**config.mk**
```make
export PLATFORM = sky130hd
export DESIGN_NAME = instr_fetch_stage_flat
export DESIGN_NICKNAME = d
export VERILOG_FILES = /design/src/rtl/instr_fetch_stage_if.sv /design/src/rtl/instr_fetch_stage.sv /design/src/flat_wrapper.sv
export SDC_FILE = /design/constraint.sdc
export NUM_CORES = 1
export LEC_CHECK = 0
export ABC_AREA = 1
export CORE_MARGIN = 3
export CORE_UTILIZATION = 32
export DETAILED_ROUTE_END_ITERATION = 8
export GPL_TIMING_DRIVEN = 0
export MAX_ROUTING_LAYER = met4
export PLACE_DENSITY = 0.64
export SLEW_MARGIN = 40
export SYNTH_ARGS = -nofsm -noshare
export SYNTH_HDL_FRONTEND = slang
export SYNTH_SLANG_ARGS = --single-unit
export TNS_END_PERCENT = 50
```
**constraint.sdc**
```tcl
create_clock -name clk -period 2.22 [get_ports clk]
set_input_delay 0.444 -clock clk [delete_from_list [all_inputs] [get_ports clk]]
set_output_delay 0.444 -clock clk [all_outputs]
set_load 0.01 [all_outputs]
```
**src/rtl/instr_fetch_stage_if.sv**
```systemverilog
// Instruction-memory read channel between the fetch stage (master) and memory (slave).
// Single outstanding request: req held with a stable addr until ack returns rdata.
interface instr_fetch_stage_if;
  logic        imem_req;
  logic [31:0] imem_addr;
  logic        imem_ack;
  logic [31:0] imem_rdata;

  modport master (
    output imem_req,
    output imem_addr,
    input  imem_ack,
    input  imem_rdata
  );

  modport slave (
    input  imem_req,
    input  imem_addr,
    output imem_ack,
    output imem_rdata
  );
endinterface

```
**src/rtl/instr_fetch_stage.sv**
```systemverilog
// Fetch stage with IF/ID register, one-entry skid buffer and redirect draining.
// Define IF_PERF_CNT_EN to add the fetch_cnt/bubble_cnt performance counters.
module instr_fetch_stage #(
  parameter logic [31:0] RESET_PC = 32'h0000_0000,
  parameter logic [31:0] PC_INC   = 32'd4
) (
  input  logic                       clk,
  input  logic                       rst_n,
  instr_fetch_stage_if.master        imem,
  input  logic                       stall_d,
  input  logic                       redirect,
  input  logic [31:0]                redirect_pc,
  output logic [31:0]                instr_d,
  output logic [31:0]                pc_d,
  output logic                       valid_d
`ifdef IF_PERF_CNT_EN
  ,
  output logic [31:0]                fetch_cnt,
  output logic [31:0]                bubble_cnt
`endif
);

  typedef enum logic [1:0] {
    FETCH = 2'b00,
    HOLD  = 2'b01,
    DRAIN = 2'b10
  } state_t;

  state_t      state, state_nxt;
  logic [31:0] pc, pc_nxt;
  logic [31:0] pend_pc, pend_pc_nxt;
  logic [31:0] skid, skid_nxt;
  logic [31:0] skid_pc, skid_pc_nxt;
  logic [31:0] instr_nxt;
  logic [31:0] pc_d_nxt;
  logic        valid_nxt;
  logic        fetch_accept;
  logic [31:0] pc_seq;
  logic        out_free;

  assign pc_seq   = pc + PC_INC;
  assign out_free = !valid_d || !stall_d;

  // Request is gated by reset so memory sees no read while rst_n is low.
  assign imem.imem_req  = rst_n && (state != HOLD);
  assign imem.imem_addr = pc;

  always_ff @(posedge clk or negedge rst_n) begin
    if (!rst_n) begin
      state   <= FETCH;
      pc      <= RESET_PC;
      pend_pc <= 32'd0;
      skid    <= 32'd0;
      skid_pc <= 32'd0;
      instr_d <= 32'd0;
      pc_d    <= 32'd0;
      valid_d <= 1'b0;
    end else begin
      state   <= state_nxt;
      pc      <= pc_nxt;
      pend_pc <= pend_pc_nxt;
      skid    <= skid_nxt;
      skid_pc <= skid_pc_nxt;
      instr_d <= instr_nxt;
      pc_d    <= pc_d_nxt;
      valid_d <= valid_nxt;
    end
  end

  always_comb begin
    state_nxt    = state;
    pc_nxt       = pc;
    pend_pc_nxt  = pend_pc;
    skid_nxt     = skid;
    skid_pc_nxt  = skid_pc;
    instr_nxt    = instr_d;
    pc_d_nxt     = pc_d;
    valid_nxt    = valid_d;
    fetch_accept = 1'b0;

    unique case (state)
      FETCH: begin
        if (imem.imem_ack) begin
          if (redirect) begin
            pc_nxt    = redirect_pc;
            valid_nxt = 1'b0;
          end else begin
            fetch_accept = 1'b1;
            pc_nxt       = pc_seq;
            if (out_free) begin
              instr_nxt = imem.imem_rdata;
              pc_d_nxt  = pc_seq;
              valid_nxt = 1'b1;
            end else begin
              skid_nxt    = imem.imem_rdata;
              skid_pc_nxt = pc_seq;
              state_nxt   = HOLD;
            end
          end
        end else if (redirect) begin
          // The outstanding read cannot be cancelled; remember the target until it returns.
          pend_pc_nxt = redirect_pc;
          valid_nxt   = 1'b0;
          state_nxt   = DRAIN;
        end else if (!stall_d) begin
          valid_nxt = 1'b0;
        end
      end

      HOLD: begin
        if (redirect) begin
          pc_nxt    = redirect_pc;
          valid_nxt = 1'b0;
          state_nxt = FETCH;
        end else if (!stall_d) begin
          instr_nxt = skid;
          pc_d_nxt  = skid_pc;
          valid_nxt = 1'b1;
          state_nxt = FETCH;
        end
      end

      DRAIN: begin
        valid_nxt = 1'b0;
        if (imem.imem_ack) begin
          pc_nxt    = redirect ? redirect_pc : pend_pc;
          state_nxt = FETCH;
        end else if (redirect) begin
          pend_pc_nxt = redirect_pc;
        end
      end

      default: begin
        state_nxt = FETCH;
      end
    endcase
  end

`ifdef IF_PERF_CNT_EN
  always_ff @(posedge clk or negedge rst_n) begin
    if (!rst_n) begin
      fetch_cnt  <= 32'd0;
      bubble_cnt <= 32'd0;
    end else begin
      if (fetch_accept) begin
        fetch_cnt <= fetch_cnt + 32'd1;
      end
      if (!valid_d && !stall_d) begin
        bubble_cnt <= bubble_cnt + 32'd1;
      end
    end
  end
`else
  logic unused_accept;
  assign unused_accept = fetch_accept;
`endif

endmodule

```
**src/flat_wrapper.sv**
```systemverilog
// flat-port wrapper written by rule: the top's interface ports become plain ports
module instr_fetch_stage_flat 
#(
  parameter logic [31:0] RESET_PC = 32'h0000_0000,
  parameter logic [31:0] PC_INC   = 32'd4
)
  (clk, rst_n, stall_d, redirect, redirect_pc, instr_d, pc_d, valid_d, imem_imem_req, imem_imem_addr, imem_imem_ack, imem_imem_rdata);
  instr_fetch_stage_if imem_i ();
  input  logic clk;
  input  logic rst_n;
  input  logic stall_d;
  input  logic redirect;
  input  logic [31:0] redirect_pc;
  output logic [31:0] instr_d;
  output logic [31:0] pc_d;
  output logic valid_d;
  output wire logic [$bits(imem_i.imem_req)-1:0] imem_imem_req;
  output wire logic [$bits(imem_i.imem_addr)-1:0] imem_imem_addr;
  input wire logic [$bits(imem_i.imem_ack)-1:0] imem_imem_ack;
  input wire logic [$bits(imem_i.imem_rdata)-1:0] imem_imem_rdata;
  assign imem_imem_req = imem_i.imem_req;
  assign imem_imem_addr = imem_i.imem_addr;
  assign imem_i.imem_ack = imem_imem_ack;
  assign imem_i.imem_rdata = imem_imem_rdata;
  instr_fetch_stage #(.RESET_PC(RESET_PC), .PC_INC(PC_INC)) u_core (.clk(clk), .rst_n(rst_n), .imem(imem_i), .stall_d(stall_d), .redirect(redirect), .redirect_pc(redirect_pc), .instr_d(instr_d), .pc_d(pc_d), .valid_d(valid_d));
endmodule
```
==> results.sh <==
export IMPL_synthesis_area_sq_um=10200
export IMPL_slowest_delay_ps=430
export IMPL_syn_nets=1409
export IMPL_async_flop_share_pct=100
export IMPL_critPathCaptureType="output pin"
export IMPL_cts_max_level=4
export IMPL_drt_iter0_markers=849
export IMPL_avgRoutedWirePerCell_um=16.8
export IMPL_tns_ps=0
export IMPL_clock_skew_final_ps=15.2
export IMPL_wl_um=32600
export IMPL_cts_tree="built"
export IMPL_antenna_left=0
export IMPL_die_area_sq_um=33900
export IMPL_power_mw=18.7
export IMPL_grt_pass1_wl_um=51500
export IMPL_ir_drop_v=0.000608
export IMPL_port_buffers=166
export IMPL_path_max_fanout=10
export IMPL_cts_max_path_buffers=2
export IMPL_die_y_um=184
export IMPL_synth_distinct_cells=39
export IMPL_first_pass_iters=5
export IMPL_yosysSeqAreaShare_pct=48.0
export IMPL_worst_hold_slack_ps=-79.1
export IMPL_drive_gt1_share_pct=8.71
export IMPL_yosys_warnings=0
export IMPL_detailed_place_hpwl_um=24600
export IMPL_maxCapViolations=0
export IMPL_place_inst=1899
export IMPL_rsz0062_at_grt="false"
export IMPL_die_w_um=184
export IMPL_via_count=9672
export IMPL_grt_antenna_before_repair=0
export IMPL_powerDensity_nw_per_um2=1430
export IMPL_tightest_slew_ps=548
export IMPL_reg2reg_to="u_core.pc_d[28]$_DFFE_PN0P_"
export IMPL_synth_largest_area_cell="dfrtp_1"
export IMPL_critPathKind="reg2out"
export IMPL_rows=64
export IMPL_cts_root_buffer="clkbuf_16"
export IMPL_crit_arrival_ps=1670
export IMPL_antenna_cells=0
export IMPL_crit_buf_inv=3
export IMPL_setup_viol=0
export IMPL_finalCritPeriodShare_pct=95.2
export IMPL_grt_max_degree=70
export IMPL_hp_class="in2async"
export IMPL_layout_area_overhead_vs_synth_pct=28.5
export IMPL_io_pins=167
export IMPL_finalMaxSlewViolations=0
export IMPL_synth_edff_count=0
export IMPL_p_leak_nw=6.11
export IMPL_startpoint_type="register"
export IMPL_yosys_top_cells_area="dfrtp_1 48%, nand2_1 20%, o21ai_0 5.4%, a21oi_1 4.5%, nor2_1 3.0%"
export IMPL_synthCells=1335
export IMPL_drc=0
export IMPL_hold_violations=60
export IMPL_grtUsageTotal_pct=19.8
export IMPL_reg2reg_depth=9
export IMPL_numCtsBuffers=17
export IMPL_design_core_area_sq_um=30900
export IMPL_synth_top_cell_area_share_pct=48.0
export IMPL_place_area_sq_um=12400
export IMPL_r2r_setup_slack_ps=140
export IMPL_r2r_start="u_core.state[1]$_DFFE_PN0P_"
export IMPL_cts_sinks=195
export IMPL_synth_area_per_cell_sq_um=7.61
export IMPL_clk_latency_ps=450
export IMPL_cp_slowest_cell="dfrtp_1"
export IMPL_outcome="finished, violations left"
export IMPL_layout_nets=1600
export IMPL_crit_chain="ha_2, buf_6, clkbuf_4, nor2_1, buf_2"
export IMPL_instances_no_fill=1935
export IMPL_timing_final_ws_setup_ps=107
export IMPL_synth_flop_cell="dfrtp_1"
export IMPL_clk_pin_slew_worst_paths_ps=90
export IMPL_cpLargestDelayFamily="buffers and inverters"
export IMPL_vias_per_cell=5.00
export IMPL_max_freq_mhz=473
export IMPL_grt_pass1_vias=9464
export IMPL_dp_slack_ps=-226
export IMPL_place_gp_congestion=0.899
export IMPL_design_area_sq_um=13100
export IMPL_initial_core_util_pct=32.9
export IMPL_gr_total_overflow=0
export IMPL_relSlewSlack_pct=63.5
export IMPL_finish_utilization_pct=42.2
export IMPL_ys_ff_latch=195
export IMPL_crit_required_ps=1780
export IMPL_violations="negative hold slack"
export IMPL_finalCriticalPeriod_ps=2110
==> repair_timing <==
item,CTS,global route
gates resized for setup,12,10
pin swaps,0,1
setup endpoints to repair,38,47
endpoints found under the hold margin,60,60
setup buffers,4,1
==> placed cells by master (no fill, tap or decap), types with 3 or more instances in the layout <==
cell type	instances
clkbuf_1	21
a22oi_1	22
nand2_1	535
ha_1	4
inv_12	3
nor2_2	4
xor2_1	6
nand3_1	34
inv_1	73
buf_1	3
inv_2	4
buf_4	15
o21ai_1	5
buf_6	7
nand2_2	8
dfrtp_1	195
clkinv_8	5
xnor2_1	3
inv_6	3
clkbuf_2	9
o21ai_0	108
inv_8	3
clkdlybuf4s50_1	164
nor2_4	8
nor2_1	82
buf_2	26
a21oi_1	91
a21boi_0	7
nand3b_1	5
a31oi_1	41
clkbuf_16	17
xor2_2	6
==> state kept, by name (all words and copies together), names as in the netlist <==
signal	flops
u_core.imem.imem_addr	32
u_core.instr_d	32
u_core.pc_d	32
u_core.pend_pc	32
u_core.skid	32
u_core.skid_pc	32
u_core.state	2
u_core.valid_d	1
==> logic make-up after synthesis <==
kind of cell,count (synthesis),share of synthesized area (%)
buf+inv,158,7.19
simple gates,682,27.1
xor+xnor,15,1.74
mux,1,0.111
fa+ha+maj,5,0.616
compound gates,279,15.2
flops,195,48.0
==> layer usage <==
layer / up-vias / wire [um] / global-route usage (%)
met3: 34 / 1890 / 2.62
met5: - / 0 / -
li1: 4682 / - / -
met1: 4634 / 15500 / 27.7
met4: 0 / 590 / 5.08
met2: 322 / 14600 / 30.7
==> cell type report <==
type,instances,area [sq um]
Clock inverter,15,195
Fill cell,3164,17900
Buffer,78,449
Sequential cell,195,4880
Timing Repair Buffer,173,1750
Tap cell,396,495
Clock buffer,17,425
Inverter,79,299
Multi-Input combinational cell,982,4560
==> worst register-to-register path: stages (launching register included) <==
cell and delay [ps]:
dfrtp_1 400, inv_1 90, ha_2 190, buf_6 130
buf_4 160, buf_2 350, clkbuf_2 320, a21oi_1 100
o21ai_1 140, nand2_1 80
==> worst max path at each step <==
stage,startpoint,to,slack (ps),cells after the start
after floorplan,u_core.state[0]$_DFFE_PN0P_,u_core.imem.imem_addr[0]$_DFFE_PN0P_,460,7
after global placement,rst_n,u_core.pc_d[28]$_DFFE_PN0P_,-7690,1
after detailed placement,rst_n,imem_imem_req,-230,5
after CTS,u_core.state[1]$_DFFE_PN0P_,u_core.pc_d[30]$_DFFE_PN0P_,3,8
after global routing,u_core.state[1]$_DFFE_PN0P_,imem_imem_req,8,6
final,u_core.state[0]$_DFFE_PN0P_,imem_imem_req,110,5
==> synthesized netlist by cell type (2+ instances only) <==
cell type / instances
nand2_1: 535
dfrtp_1: 195
o21ai_0: 109
a21oi_1: 91
nor2_1: 82
inv_1: 73
a31oi_1: 41
nand3_1: 34
clkbuf_1: 27
buf_2: 25
a22oi_1: 22
buf_4: 10
buf_1: 8
nand2_2: 8
nor2_4: 8
a21boi_0: 7
buf_6: 6
xor2_1: 6
xor2_2: 6
ha_1: 5
nand3b_1: 5
inv_2: 4
nor2_2: 4
o21ai_1: 4
xnor2_1: 3
and2_1: 2
clkbuf_8: 2
nand2_4: 2
==> power by group <==
part	total, mW	switching, mW	leakage (nW)	internal [mW]
combinational	8.97	5.17	3.42	3.80
sequential	6.52	1.25	2.39	5.28
clock	3.24	1.68	0.301	1.56
total	18.7	8.10	6.11	10.6
Note: power is estimated with default switching activity, not from simulation.
